File: src/rtl/hd08_bit_deser.sv
// Purpose: LSB-first serial-to-parallel assembler feeding x0..x7 of the hd08 predicate stage (optional parity: HD08_DESER_PARITY_EN).
// Latency: word visible on m_x/m_valid the cycle after its last serial bit (data bit 7, or the parity bit).
// Backpressure: two-entry OUT+SKID buffer; serial side never stalls, a word completing with both entries held is dropped and counted.
module hd08_bit_deser #(
    parameter int DROP_W = 8
) (
    input  logic              clk,
    input  logic              rst,
    input  logic              s_bit,
    input  logic              s_valid,
    input  logic              s_sof,
    output logic [7:0]        m_x,
    output logic              m_valid,
    input  logic              m_ready,
`ifdef HD08_DESER_PARITY_EN
    output logic              m_perr,
`endif
    output logic [DROP_W-1:0] drop_cnt
);

`ifdef HD08_DESER_PARITY_EN
    typedef enum logic [1:0] {IDLE, COLLECT, PAR} state_t;
`else
    typedef enum logic [1:0] {IDLE, COLLECT} state_t;
`endif

    state_t     state, state_nxt;
    logic [2:0] cnt, cnt_nxt;
    logic [7:0] shift, shift_nxt;
    logic       wr_vld;
    logic [7:0] wr_dat;

    logic [7:0] skid_dat;
    logic       skid_vld;
    logic       drain;

`ifdef HD08_DESER_PARITY_EN
    logic       wr_perr;
    logic       skid_perr;
`endif

    // Frame assembler state and shift register.
    always_ff @(posedge clk or posedge rst) begin
        if (rst) begin
            state <= IDLE;
            cnt   <= 3'd0;
            shift <= 8'h00;
        end else begin
            state <= state_nxt;
            cnt   <= cnt_nxt;
            shift <= shift_nxt;
        end
    end

    // Next-state logic: sof (or the first bit out of IDLE) restarts the word at bit 0.
    always_comb begin
        state_nxt = state;
        cnt_nxt   = cnt;
        shift_nxt = shift;
        wr_vld    = 1'b0;
`ifdef HD08_DESER_PARITY_EN
        wr_perr   = 1'b0;
`endif
        if (s_valid) begin
            if (s_sof || state == IDLE) begin
                shift_nxt = {7'd0, s_bit};
                cnt_nxt   = 3'd1;
                state_nxt = COLLECT;
            end else if (state == COLLECT) begin
                shift_nxt[cnt] = s_bit;
                // Wraps to 0 after bit 7, ready for the next frame.
                cnt_nxt = cnt + 3'd1;
                if (cnt == 3'd7) begin
`ifdef HD08_DESER_PARITY_EN
                    state_nxt = PAR;
`else
                    state_nxt = IDLE;
                    wr_vld    = 1'b1;
`endif
                end
            end
`ifdef HD08_DESER_PARITY_EN
            else begin
                // PAR: even parity over 8 data bits plus the parity bit.
                state_nxt = IDLE;
                wr_vld    = 1'b1;
                wr_perr   = (^shift) ^ s_bit;
            end
`endif
        end
    end

    // Completed word is the updated shift contents (unchanged in PAR).
    assign wr_dat = shift_nxt;
    assign drain  = m_valid & m_ready;

    // OUT/SKID buffer: strict FIFO order, drop only when both held and OUT not draining.
    always_ff @(posedge clk or posedge rst) begin
        if (rst) begin
            m_x       <= 8'h00;
            m_valid   <= 1'b0;
            skid_dat  <= 8'h00;
            skid_vld  <= 1'b0;
            drop_cnt  <= '0;
`ifdef HD08_DESER_PARITY_EN
            m_perr    <= 1'b0;
            skid_perr <= 1'b0;
`endif
        end else if (wr_vld) begin
            if (!m_valid || (drain && !skid_vld)) begin
                m_x     <= wr_dat;
                m_valid <= 1'b1;
`ifdef HD08_DESER_PARITY_EN
                m_perr  <= wr_perr;
`endif
            end else if (!drain && !skid_vld) begin
                skid_dat  <= wr_dat;
                skid_vld  <= 1'b1;
`ifdef HD08_DESER_PARITY_EN
                skid_perr <= wr_perr;
`endif
            end else if (drain) begin
                m_x       <= skid_dat;
                skid_dat  <= wr_dat;
`ifdef HD08_DESER_PARITY_EN
                m_perr    <= skid_perr;
                skid_perr <= wr_perr;
`endif
            end else if (drop_cnt != {DROP_W{1'b1}}) begin
                drop_cnt <= drop_cnt + DROP_W'(1);
            end
        end else if (drain) begin
            if (skid_vld) begin
                m_x      <= skid_dat;
                skid_vld <= 1'b0;
`ifdef HD08_DESER_PARITY_EN
                m_perr   <= skid_perr;
`endif
            end else begin
                m_valid <= 1'b0;
            end
        end
    end

endmodule

File: config.mk
export PLATFORM = sky130hd
export DESIGN_NAME = hd08_bit_deser
export DESIGN_NICKNAME = d
export VERILOG_FILES = /design/src/rtl/hd08_bit_deser.sv
export SDC_FILE = /design/constraint.sdc
export NUM_CORES = 1
export LEC_CHECK = 0
export ABC_AREA = 0
export CORE_MARGIN = 1.5
export CORE_UTILIZATION = 45
export CTS_BUF_LIST = sky130_fd_sc_hd__clkbuf_2 sky130_fd_sc_hd__clkbuf_4 sky130_fd_sc_hd__clkbuf_8
export CTS_CLUSTER_DIAMETER = 200
export DETAILED_ROUTE_END_ITERATION = 7
export MAX_ROUTING_LAYER = met4
export PLACE_DENSITY = 0.67
export SLEW_MARGIN = 20
export SYNTH_ARGS = -nofsm -noshare
export SYNTH_HDL_FRONTEND = slang
export SYNTH_SLANG_ARGS = --single-unit
File: constraint.sdc
create_clock -name clk -period 2.7 [get_ports clk]
set_input_delay 0.54 -clock clk [delete_from_list [all_inputs] [get_ports clk]]
set_output_delay 0.54 -clock clk [all_outputs]
set_load 0.03 [all_outputs]
==> summary.md <==
| Metric | Value |
|---|---|
| Status | finished clean |
| Final hold vios | 0 |
| DR iter-0 viols | 78 |
| Post-synthesis xor/xnor area fraction | 3.81% |
| Worst-path cell chain | ha_1 -> ha_1 -> and4b_1 -> nand3_1 -> o31ai_1 |
| WP data arrival | 2.34 ns |
| Post-Layout Cell Count | 260 |
| CP Buf/Inv Count | 0 |
| Final cycle utilization of the critical path | 80.0% |
| Yosys Warn Count | 0 |
| Clock Path Buffers | 2 |
| Number of synthesized flops with an enable pin | 0 |
| Hold_buf cts | 0 |
| Chip Width | 67.0 microns |
| Main synth FF type | dfrtp_1 |
| CP startpoint kind | flip-flop |
| Syn nets | 197 |
| Initial core utilization | 46.3% |
| Antenna fix cells | 0 |
| RePlAce Congestion | 0.783 |
| Syn Area/Cell | 9.79 sq um |
| Largest family of logic cells by synthesized area | simple AND/OR/NAND/NOR gates |
| Synth Area in Simple Gates | 21.1% |
| Slew headroom | 56.2% |
| # IOs | 23 |
| Clock sink count | 38 |
| HP Start | skid_dat[0]$_DFFE_PP0P_ |
| Share of flip-flops with an asynchronous set or reset | 100% |
| Critical path class | reg2reg |
| Peak Freq | 0.463 GHz |
| Dpl ws | 0.317 ns |
| Number of vias per cell | 5.67 |
| Minimum clock period | 2.16 ns |
| Vias in the first global route | 1,422 |
| Synth Instances | 188 |
| Synth area leader | dfrtp_1 |
| Synthesized area | 1840 sq um |
| Setup Fix Bufs, Post-CTS | 0 |
| Max Cap Viol | 0 |
| GRT Overall Usage | 21.0% |
| Yosys top cell area share | 51.7% |
| Complex-gate fraction of the synthesized area | 13.7% |
| M3 GR Usage | 5.41% |
| Largest net degree at the start of global routing | 39 |
| Die H | 67.0 microns |
| Tot Pwr | 1.40 mW |
| Worst reg2reg path startpoint | cnt[1]$_DFFE_PP0P_ |
| PostCTS Resize Cnt | 0 |
| Hold path depth | 2 |
| DR DRC count | 0 |
| Reg clk slew, reported paths | 0.07 ns |
| Clock root buffer | clkbuf_8 |
| Max FO, Critical Path | 16 |
| Worst EP required | 2.88 ns |
| Worst slew pin tran | 0.657 ns |
| Port buffer count | 22 |
| DR WL/cell | 14.6 microns |
| Routed WL | 3810 microns |
| First-pass GRT wire length | 6780 microns |
| Overall via count from detail_route | 1,474 |
| TNS Setup | 0 ns |
| Clk_skew | 0.00205 ns |
| Row count | 23 |
| GRT Residual Overflow | 0 |
| CTS tree | yes |
| Mux cell area share after synthesis | 1.70% |
| Static Leak | 1.02 nW |
| Crit path capture type | flip-flop |
| Most crowded layer after global routing | met2 |
| RSZ-0062 raised after global routing | false |
| R2r endpoint | skid_dat[5]$_DFFE_PP0P_ |
| FILL cells | 355 |
| H-tree Lvls | 2 |
| Cell area after layout | 2210 sq um |
| Met1 usage in global routing | 26.4% |
| Dpl hpwl | 2650 microns |
| Fin nets | 219 |
| Hold EP | skid_dat[0]$_DFFE_PP0P_ |
| Antenna Violating Nets Remaining | 0 |
| R2R Setup Slk | 0.54 ns |
| R2r worst-path depth | 5 |
| Register bit total from synthesis | 38 |
| Die ar. | 4480 sq um |
| Placed insts | 253 |
| CP delay by family, top | simple AND/OR/NAND/NOR gates |
| Most frequent cell after synthesis | dfrtp_1 |
| CP peak stage delay | 0.53 ns |
| Sequential-to-total area share from yosys stat | 51.7% |
| Slowest CP cell | dfrtp_1 |
| Core area | 3970 sq um |
| Adder-cell area share of the yosys netlist | 2.04% |
| Type of the most critical hold path | reg2reg |
| Pwr/cell area | 631 nW/um^2 |
| Placed Area | 2100 sq um |
| GR Util met2 | 31.9% |
| Main area contributors after synthesis | dfrtp_1 52%, nand2_1 5.1%, nand4_1 3.7% |
| Drt pass-1 iters | 4 |
| Share of layout cells above drive strength 1 | 7.62% |
| Setup Viol. Count Final | 0 |
| Netlist cell types | 37 |
| Worst-skew pair later-pin latency | 0.28 ns |
| Final Worst Setup Slack | 0.540 ns |
| Initial antenna violation count | 0 |
| Max VDD drop | 0.380 mV |
| Crit path top cell by count | ha_1 |
| Pins over their slew limit | 0 |
| Top cells by count, synth | 38 x dfrtp_1, 25 x nand2_1, 15 x inv_1, 13 x o21ai_0, 11 x nand4_1 |
| Area delta synth->final | 20.1% |
| CTS buffer count | 5 |
-- cell families (layout without fill, tap and decap cells) --
logic type,Yosys count,count (layout)
buf+inv,26,48
xor+xnor,8,8
compound gates,37,37
simple gates,73,73
fa+ha+maj,3,3
mux,3,3
flops,38,38
-- flip-flops by register name (all words and copies together) (netlist names) --
name	cells
skid_dat	8
m_x	8
drop_cnt	8
m_valid	1
cnt	3
shift	8
state	1
skid_vld	1
-- worst register-to-register path, cell delays in order, from the launching register on --
cell	delay, ns
dfrtp_1	0.53
ha_1	0.22
ha_1	0.14
and4b_1	0.40
nand3_1	0.43
o31ai_1	0.35
-- how the worst max path moves through the flow --
stage / depth (start not counted) / endpoint / from / slack, ns
6_report: 5 / skid_dat[5]$_DFFE_PP0P_ / cnt[1]$_DFFE_PP0P_ / 0.54
5_1_grt: 5 / skid_dat[5]$_DFFE_PP0P_ / cnt[0]$_DFFE_PP0P_ / 0.25
4_1_cts: 5 / skid_dat[5]$_DFFE_PP0P_ / cnt[0]$_DFFE_PP0P_ / 0.54
3_5_place_dp: 4 / skid_dat[5]$_DFFE_PP0P_ / s_valid / 0.32
3_3_place_gp: 5 / drop_cnt[1]$_DFFE_PP0P_ / s_valid / 0.39
2_1_floorplan: 6 / drop_cnt[1]$_DFFE_PP0P_ / s_valid / 0.94
-- report_power, final --
group	internal [mW]	switching (mW)
clock	0.296	0.193
sequential	0.605	0.0555
combinational	0.0915	0.156
total	0.992	0.404
-- layout make-up --
cell class	instances	area [sq um]	area share (%)
sequential	38	951	43.0
multi-input combinational	124	778	35.2
timing repair buffer	26	250	11.3
clock buffer	6	82.6	3.74
tap	50	62.6	2.83
inverter	15	56.3	2.55
clock inverter	1	30.0	1.36
-- per-layer routing --
metal	share of wire, %	routed length [microns]
met1	44	1680
met2	49	1850
met3	4.3	162
met4	2.8	108
met5	0	0
-- per-stage QoR --
step,utilization [%],hold slack [ns]
2_1_floorplan,-,0.448
3_3_place_gp,52.8,0.462
3_5_place_dp,52.8,0.471
4_1_cts,55.7,0.487
5_1_grt,55.7,0.517
6_report,55.7,0.488
-- layout by cell type (no fill, tap or decap), drive strengths merged, types with 3 or more instances in the layout --
cell,Yosys,routed
dfrtp,38,38
nand2,25,25
clkdlybuf4s50,0,22
inv,15,15
o21ai,13,13
nand4,11,11
o211ai,8,8
nand3,8,8
nor3,7,7
nor2,7,7
xor2,6,6
clkbuf,7,6
a21oi,5,5
a31oi,4,4
buf,4,4
o22ai,3,3
nor2b,3,3
ha,3,3
No activity file was read; power rests on OpenSTA's default activity.
